### src/rtl/mf_disp_fill_eng.sv
// Rectangle-fill engine merged with CPU writes into one registered write stream.
// MF_DISP_FILL_CLIP_EN: clip fill rectangles to the frame in SETUP.
module mf_disp_fill_eng #(
  parameter logic [15:0] FB_BASE    = 16'h0000,
  parameter int          LINE_WORDS = 80,
  parameter int          NUM_ROWS   = 240
) (
  input  logic        sys_clk,
  input  logic        reset,
  input  logic        cpu_wr_vld,
  input  logic [15:0] cpu_wr_addr,
  input  logic [31:0] cpu_wr_data,
  output logic        cpu_wr_rdy,
  input  logic        fill_start,
  input  logic [6:0]  fill_x0,
  input  logic [7:0]  fill_y0,
  input  logic [6:0]  fill_w,
  input  logic [7:0]  fill_h,
  input  logic [7:0]  fill_color,
  output logic        fill_busy,
  output logic        fill_done,
  output logic        sys_wr_vld,
  output logic [15:0] sys_wr_addr,
  output logic [31:0] sys_wr_data
);

  typedef enum logic [1:0] {
    IDLE,
    SETUP,
    RUN,
    DONE
  } state_t;

  localparam logic [15:0] LW = 16'(LINE_WORDS);

  state_t      state;
  state_t      state_n;
  logic [6:0]  x0_q;
  logic [6:0]  w_q;
  logic [7:0]  y0_q;
  logic [7:0]  h_q;
  logic [7:0]  color_q;
  logic [6:0]  cols_q;
  logic [7:0]  rows_q;
  logic [6:0]  col;
  logic [7:0]  row;
  logic [15:0] row_base;
  logic        last_cpu;
  logic [6:0]  cols_n;
  logic [7:0]  rows_n;
  logic [15:0] base_n;
  logic        cpu_gnt;
  logic        eng_gnt;
  logic        col_last;
  logic        row_last;

`ifdef MF_DISP_FILL_CLIP_EN
  localparam logic [15:0] NR = 16'(NUM_ROWS);
  logic [15:0] col_room;
  logic [15:0] row_room;

  always_comb begin
    col_room = LW - {9'd0, x0_q};
    row_room = NR - {8'd0, y0_q};
    cols_n   = 7'd0;
    rows_n   = 8'd0;
    if ({9'd0, x0_q} < LW)
      cols_n = ({9'd0, w_q} < col_room) ? w_q : col_room[6:0];
    if ({8'd0, y0_q} < NR)
      rows_n = ({8'd0, h_q} < row_room) ? h_q : row_room[7:0];
  end
`else
  always_comb begin
    cols_n = w_q;
    rows_n = h_q;
  end
`endif

  assign base_n = FB_BASE
                + 16'(32'(y0_q) * 32'(LINE_WORDS))
                + {9'd0, x0_q};

  // CPU yields only when the engine is waiting and the CPU went last
  assign cpu_wr_rdy = !(state == RUN && last_cpu);
  assign cpu_gnt    = cpu_wr_vld & cpu_wr_rdy;
  assign eng_gnt    = (state == RUN) & ~cpu_gnt;
  assign col_last   = (col == cols_q - 7'd1);
  assign row_last   = (row == rows_q - 8'd1);

  always_ff @(posedge sys_clk or posedge reset) begin
    if (reset) state <= IDLE;
    else       state <= state_n;
  end

  always_comb begin
    state_n   = state;
    fill_busy = 1'b0;
    fill_done = 1'b0;
    unique case (state)
      IDLE: begin
        if (fill_start) state_n = SETUP;
      end
      SETUP: begin
        fill_busy = 1'b1;
        if (cols_n == 7'd0 || rows_n == 8'd0) state_n = DONE;
        else                                  state_n = RUN;
      end
      RUN: begin
        fill_busy = 1'b1;
        if (eng_gnt && col_last && row_last) state_n = DONE;
      end
      DONE: begin
        fill_done = 1'b1;
        state_n   = IDLE;
      end
      default: state_n = IDLE;
    endcase
  end

  always_ff @(posedge sys_clk or posedge reset) begin
    if (reset) begin
      x0_q     <= '0;
      w_q      <= '0;
      y0_q     <= '0;
      h_q      <= '0;
      color_q  <= '0;
      cols_q   <= '0;
      rows_q   <= '0;
      col      <= '0;
      row      <= '0;
      row_base <= '0;
    end else begin
      if (state == IDLE && fill_start) begin
        x0_q    <= fill_x0;
        w_q     <= fill_w;
        y0_q    <= fill_y0;
        h_q     <= fill_h;
        color_q <= fill_color;
      end
      if (state == SETUP) begin
        cols_q   <= cols_n;
        rows_q   <= rows_n;
        row_base <= base_n;
        col      <= '0;
        row      <= '0;
      end
      if (eng_gnt) begin
        if (col_last) begin
          col      <= '0;
          row      <= row + 8'd1;
          row_base <= row_base + LW;
        end else begin
          col <= col + 7'd1;
        end
      end
    end
  end

  always_ff @(posedge sys_clk or posedge reset) begin
    if (reset) begin
      last_cpu    <= 1'b0;
      sys_wr_vld  <= 1'b0;
      sys_wr_addr <= '0;
      sys_wr_data <= '0;
    end else begin
      sys_wr_vld <= cpu_gnt | eng_gnt;
      if (cpu_gnt | eng_gnt) last_cpu <= cpu_gnt;
      if (cpu_gnt) begin
        sys_wr_addr <= cpu_wr_addr;
        sys_wr_data <= cpu_wr_data;
      end else if (eng_gnt) begin
        sys_wr_addr <= row_base + {9'd0, col};
        sys_wr_data <= {4{color_q}};
      end
    end
  end

endmodule

### config.mk
export PLATFORM = sky130hd
export DESIGN_NAME = mf_disp_fill_eng
export DESIGN_NICKNAME = d
export VERILOG_FILES = /design/src/rtl/mf_disp_fill_eng.sv
export SDC_FILE = /design/constraint.sdc
export NUM_CORES = 1
export LEC_CHECK = 0
export CAP_MARGIN = 20
export CELL_PAD_IN_SITES_DETAIL_PLACEMENT = 0
export CELL_PAD_IN_SITES_GLOBAL_PLACEMENT = 1
export CORE_AREA = 2 2 144 146
export DETAILED_ROUTE_END_ITERATION = 12
export DIE_AREA = 0 0 146 148
export PLACE_DENSITY_LB_ADDON = 0.1
export SYNTH_ARGS = -nofsm -noshare
export SYNTH_HDL_FRONTEND = slang
export SYNTH_SLANG_ARGS = --single-unit
### constraint.sdc
create_clock -name sys_clk -period 5.5 [get_ports sys_clk]
set_clock_uncertainty 0.05 [all_clocks]
set_input_delay 1.65 -clock sys_clk [delete_from_list [all_inputs] [get_ports sys_clk]]
set_output_delay 1.65 -clock sys_clk [all_outputs]
set_load 0.005 [all_outputs]
### Yosys cells after proc, flatten, opt, wreduce, memory -nomap -nowiden

Cells that the tools add are included.
W data, S select, Z words.

| storage, ports and cells | value |
|---|---|
| register bits after elaboration | 136 |

| operators by class | value |
|---|---|
| add/subtract/negate cells | 7 |
| multiply operators | 1 |
| equal/unequal tests | 7 |
| mux-type cells | 19 |
| bitwise gates (word level) | 4 |
| reductions and logical operators | 13 |

Operator list:

| cell | count |
|---|---|
| $mux W16 | 5 |
| $mux W32 | 2 |
| $mux W8 | 3 |
| $mux W7 | 3 |
| $add A15 B7 Y16 | 1 |
| $add A16 B7 Y16 | 1 |
| $add A16 B7 Y16 const B | 1 |
| $mul A8 B3 Y11 const B | 1 |
| $add A8 B1 Y8 const B | 1 |
| $eq A8 B8 Y1 | 1 |
| $logic_not A8 Y1 | 1 |
| $pmux W2 S4 | 1 |
| $sub A8 B1 Y8 const B | 1 |
| $add A7 B1 Y7 const B | 1 |
| $eq A7 B7 Y1 | 1 |
| $logic_not A7 Y1 | 1 |
| $sub A7 B1 Y7 const B | 1 |
| $eq A2 B2 Y1 const B | 2 |
| $logic_and A1 B1 Y1 | 4 |
| $mux W2 | 2 |
| $reduce_bool A2 Y1 | 2 |
| $mux W1 | 3 |
| $and A1 B1 Y1 | 2 |
| $eq A2 B1 Y1 const B | 1 |
| other kinds (9) | 9 |

### Logic depth before layout (Yosys ltp)

| logic depth | value |
|---|---|
| word-level depth | 10 |
| depth in mapped cells | 12 |
| mapped depth without buffers | 11 |

### Least setup slack after synthesis

OpenSTA, ideal clock, no wires.

| timing | value |
|---|---|
| kind | input -> register |
| from | in cpu_wr_vld |
| to | reg row_base[12] |
| arrival time | 2937 ps |
| data required time | 5327 ps |
| slack | 2390 ps |
| cell stages on the path | 8 |
| cell sequence | clkbuf_1 -> nand2_1 -> and2_1 -> and2_1 -> buf_6 -> nor2_4 -> nor2_1 -> o221a_1 |

| on the way | value |
|---|---|
| longest elaborated chain between the ends | 4 |

Ends and longest elaborated chain:

| what | line | text |
|---|---|---|
| from (decl) | 10 | `input logic cpu_wr_vld,` |
| $and A1 B1 Y1 | 85 | `assign cpu_gnt = cpu_wr_vld & cpu_wr_rdy;` |
| $not A1 Y1 | 86 | `assign eng_gnt = (state == RUN) & ~cpu_gnt;` |
| $and A1 B1 Y1 | 86 |  |
| $mux W16 | 147 | `if (eng_gnt) begin` |
| to (signal assigned) | 143 | `row_base <= base_n;` |
| to (signal assigned) | 151 | `row_base <= row_base + LW;` |
| to (decl) | 47 | `logic [15:0] row_base;` |

Every way passes these cells.
A chain may end at the register's enable or synchronous reset.

### Final worst setup path

Ends and elaborated chain as after synthesis.

==> metrics.yaml <==
status: "finished clean"
grt_max_degree: 83
grt_pass1_wl_mm: 30.1
cts_buffers: 17
fin_nets: 972
drive_gt1_frac: 0.127
hold-worst-slack_ns: 0.463
track_usage: 0.175
clockBufferDepth: 2
power_density_nw_per_um2: 595
cts_resized: 0
port_buffers: 141
place_area_sq_um: 9000
dr_wl_met3_um: 710
yosys_most_used_dff: "dfrtp_1"
cts_setup_buffers: 0
ant_nets: 0
synth.largest_area_cell: "dfrtp_1"
tritoncts: "yes"
setup_viol: 0
max_freq_mhz: 272
chipHeight_um: 148
rsz0062_at_grt: "false"
startpoint: "cpu_wr_vld"
synth.distinct_cells: 56
grt_pass1_vias: 5670
drt-initial-drc-count: 229
vias_per_cell: 4.96
m1WireLength_mm: 8.93
post-dp-hpwl_mm: 13.3
synthesis.area_sq_um: 7330
multi_input_area_sq_um: 3740
period_minus_slack_ns: 3.67
fin_util: 0.481
crit_fanout: 17
grt_overflow: 0
r2r-start: "cols_q[0]$_DFFE_PP0P_"
diodes: 0
relSlewSlack: 0.322
maxUsedRoutingLayer: "met4"
hold_viol: 0
synth_area_leaders: "dfrtp_1 46%, mux2_2 8.1%, o21ai_0 6.0%"
met2RoutedLength_mm: 8.52
syn_nets: 836
drc: 0
synth_cells: 711
h-tree-depth: 4
root_buffer: "clkbuf_16"
ys_ff_latch: 136
vias: 5607
fin_crit_sh: 0.668
slew_violations: 0
end_kind: "flop"
synth.avg_cell_area_sq_um: 10.3
cts_sinks: 136
core_area_sq_um: 20000
yosysTopAreaCellShare: 0.464
synth-edff-count: 0
yosysSeqAreaShare: 0.464
critPathKind: "primary input to flop"
register_area_sq_um: 3400
required_ns: 5.75
wirelength_mm: 18.3
avgRoutedWirePerCell_um: 16.2
num_rows: 52
antenna_found_initial: 0
stdcell_area_sq_um: 9630
hp-start: "cols_n[0]$_DFFE_PP0P_"
num-fill-cells: 1903
start_util: 0.366
synthToLayoutAreaGrowth_pct: 31.4
dr.pass1.iters: 4
die-area_sq_um: 21600
cellLeakagePower_uw: 0.00401
maxCapViolations: 0
die_w_um: 146
vdd_drop_max_mv: 0.233
synth_warnings: 0
max_slew.worst_pin.slew_ns: 1.01
clock_latency_ns: 0.41
cts.clk_slew.worst_paths_ns: 0.06
gp_congestion: 0.830
cp-start-kind: "primary input"
async_flop_share: 1.00
hp-class: "flop to flop"
ios: 142
cts_hold_buf: 0
setup_tns_ns: 0
arrival_ns: 3.92
[per-layer routing]
metal | global-route usage | vias up
li1 | - | 2779
met1 | 0.242 | 2695
met2 | 0.277 | 121
met3 | 0.0380 | 12
met4 | 0.0510 | 0
met5 | 0 | -
[state kept, by name, summed over array words and instances, names as in the netlist, 2 cells and up]
name / flops
col: 7
color_q: 8
cols_n: 7
cols_q: 7
h_q: 8
row: 8
row_base: 16
rows_q: 8
state: 2
sys_wr_addr: 16
sys_wr_data: 32
x0_q: 7
y0_q: 8
[cell families after synthesis]
| kind of cell | Yosys count | synth area share |
|---|---|---|
| xor gates and xnor gates | 45 | 0.0537 |
| adders and majority gates | 35 | 0.0628 |
| muxes | 93 | 0.136 |
| and+or+nand+nor | 191 | 0.125 |
| AOI/OAI and AO/OA | 164 | 0.130 |
| buffers and inverters | 47 | 0.0288 |
| DFF | 136 | 0.464 |
[final timing paths]
path                                               end  slack [ns]  cells after the start
min in group asynchronous  sys_wr_addr[12]$_DFFE_PP0P_        1.66                      2
hold / removal                   cols_q[0]$_DFFE_PP0P_        0.46                      2
hold reg to reg                  cols_q[0]$_DFFE_PP0P_        0.46                      2
setup reg to reg                row_base[12]$_DFF_PP0_        2.27                      9
setup / recovery                row_base[12]$_DFF_PP0_        1.83                      6
max in group asynchronous        cols_q[2]$_DFFE_PP0P_        2.84                      3
[cells in the mapped netlist (4+ instances only)]
library cell,n
dfrtp_1,136
o21ai_0,88
nand2_1,79
mux2_2,53
nor2_1,43
mux2i_1,40
ha_1,32
xnor2_1,32
a21oi_1,31
inv_1,19
clkbuf_1,17
nand3_1,13
xor2_1,13
and3_1,10
a211oi_1,9
a21o_1,7
buf_1,6
nor2b_1,6
nor3b_1,6
nand2_2,4
o21ai_1,4
[power by group]
part / total (uW) / switching, uW / internal, uW
logic: 2660 / 1270 / 1390
registers: 1870 / 413 / 1460
clock network: 1200 / 447 / 755
total: 5730 / 2130 / 3610
[cell usage in the layout, fill, tap and decap left out, types with 4 or more instances in the layout]
master / instances
nand2_2: 5
inv_1: 18
nor3b_1: 6
a21oi_1: 30
xnor2_1: 32
a21o_1: 7
nor2b_1: 6
xor2_1: 13
ha_1: 31
mux2_2: 53
clkbuf_16: 17
nand3_1: 13
clkdlybuf4s50_1: 141
dfrtp_1: 136
mux2i_1: 40
o21ai_1: 4
nand2_1: 78
and3_1: 10
o21ai_0: 88
a211oi_1: 9
nor2_1: 43
[final cells by class]
class,count,share of cell area
Multi-Input combinational cell,528,0.388
Sequential cell,136,0.353
Clock inverter,12,0.0169
Tap cell,270,0.0351
Clock buffer,20,0.0484
Inverter,19,0.00766
Timing Repair Buffer,145,0.151
[worst max-delay path, cell delays in order]
cell,delay (ns)
clkdlybuf4s50_1,0.56
nand2_1,0.33
and2_1,0.29
and2_1,0.62
nand2_1,0.17
o221a_1,0.28
[through the flow]
| stage | worst slack, ns | total power [uW] | instances |
|---|---|---|---|
| floorplan | 0.161 | 3570 | 711 |
| global placement | 1.48 | 4510 | 1098 |
| detailed placement | 1.40 | 4580 | 1098 |
| CTS | 1.84 | 5820 | 1130 |
| global route | 1.64 | 6200 | 1130 |
| finish | 1.83 | 5730 | 1130 |
No activity file was read; power rests on OpenSTA's default activity.
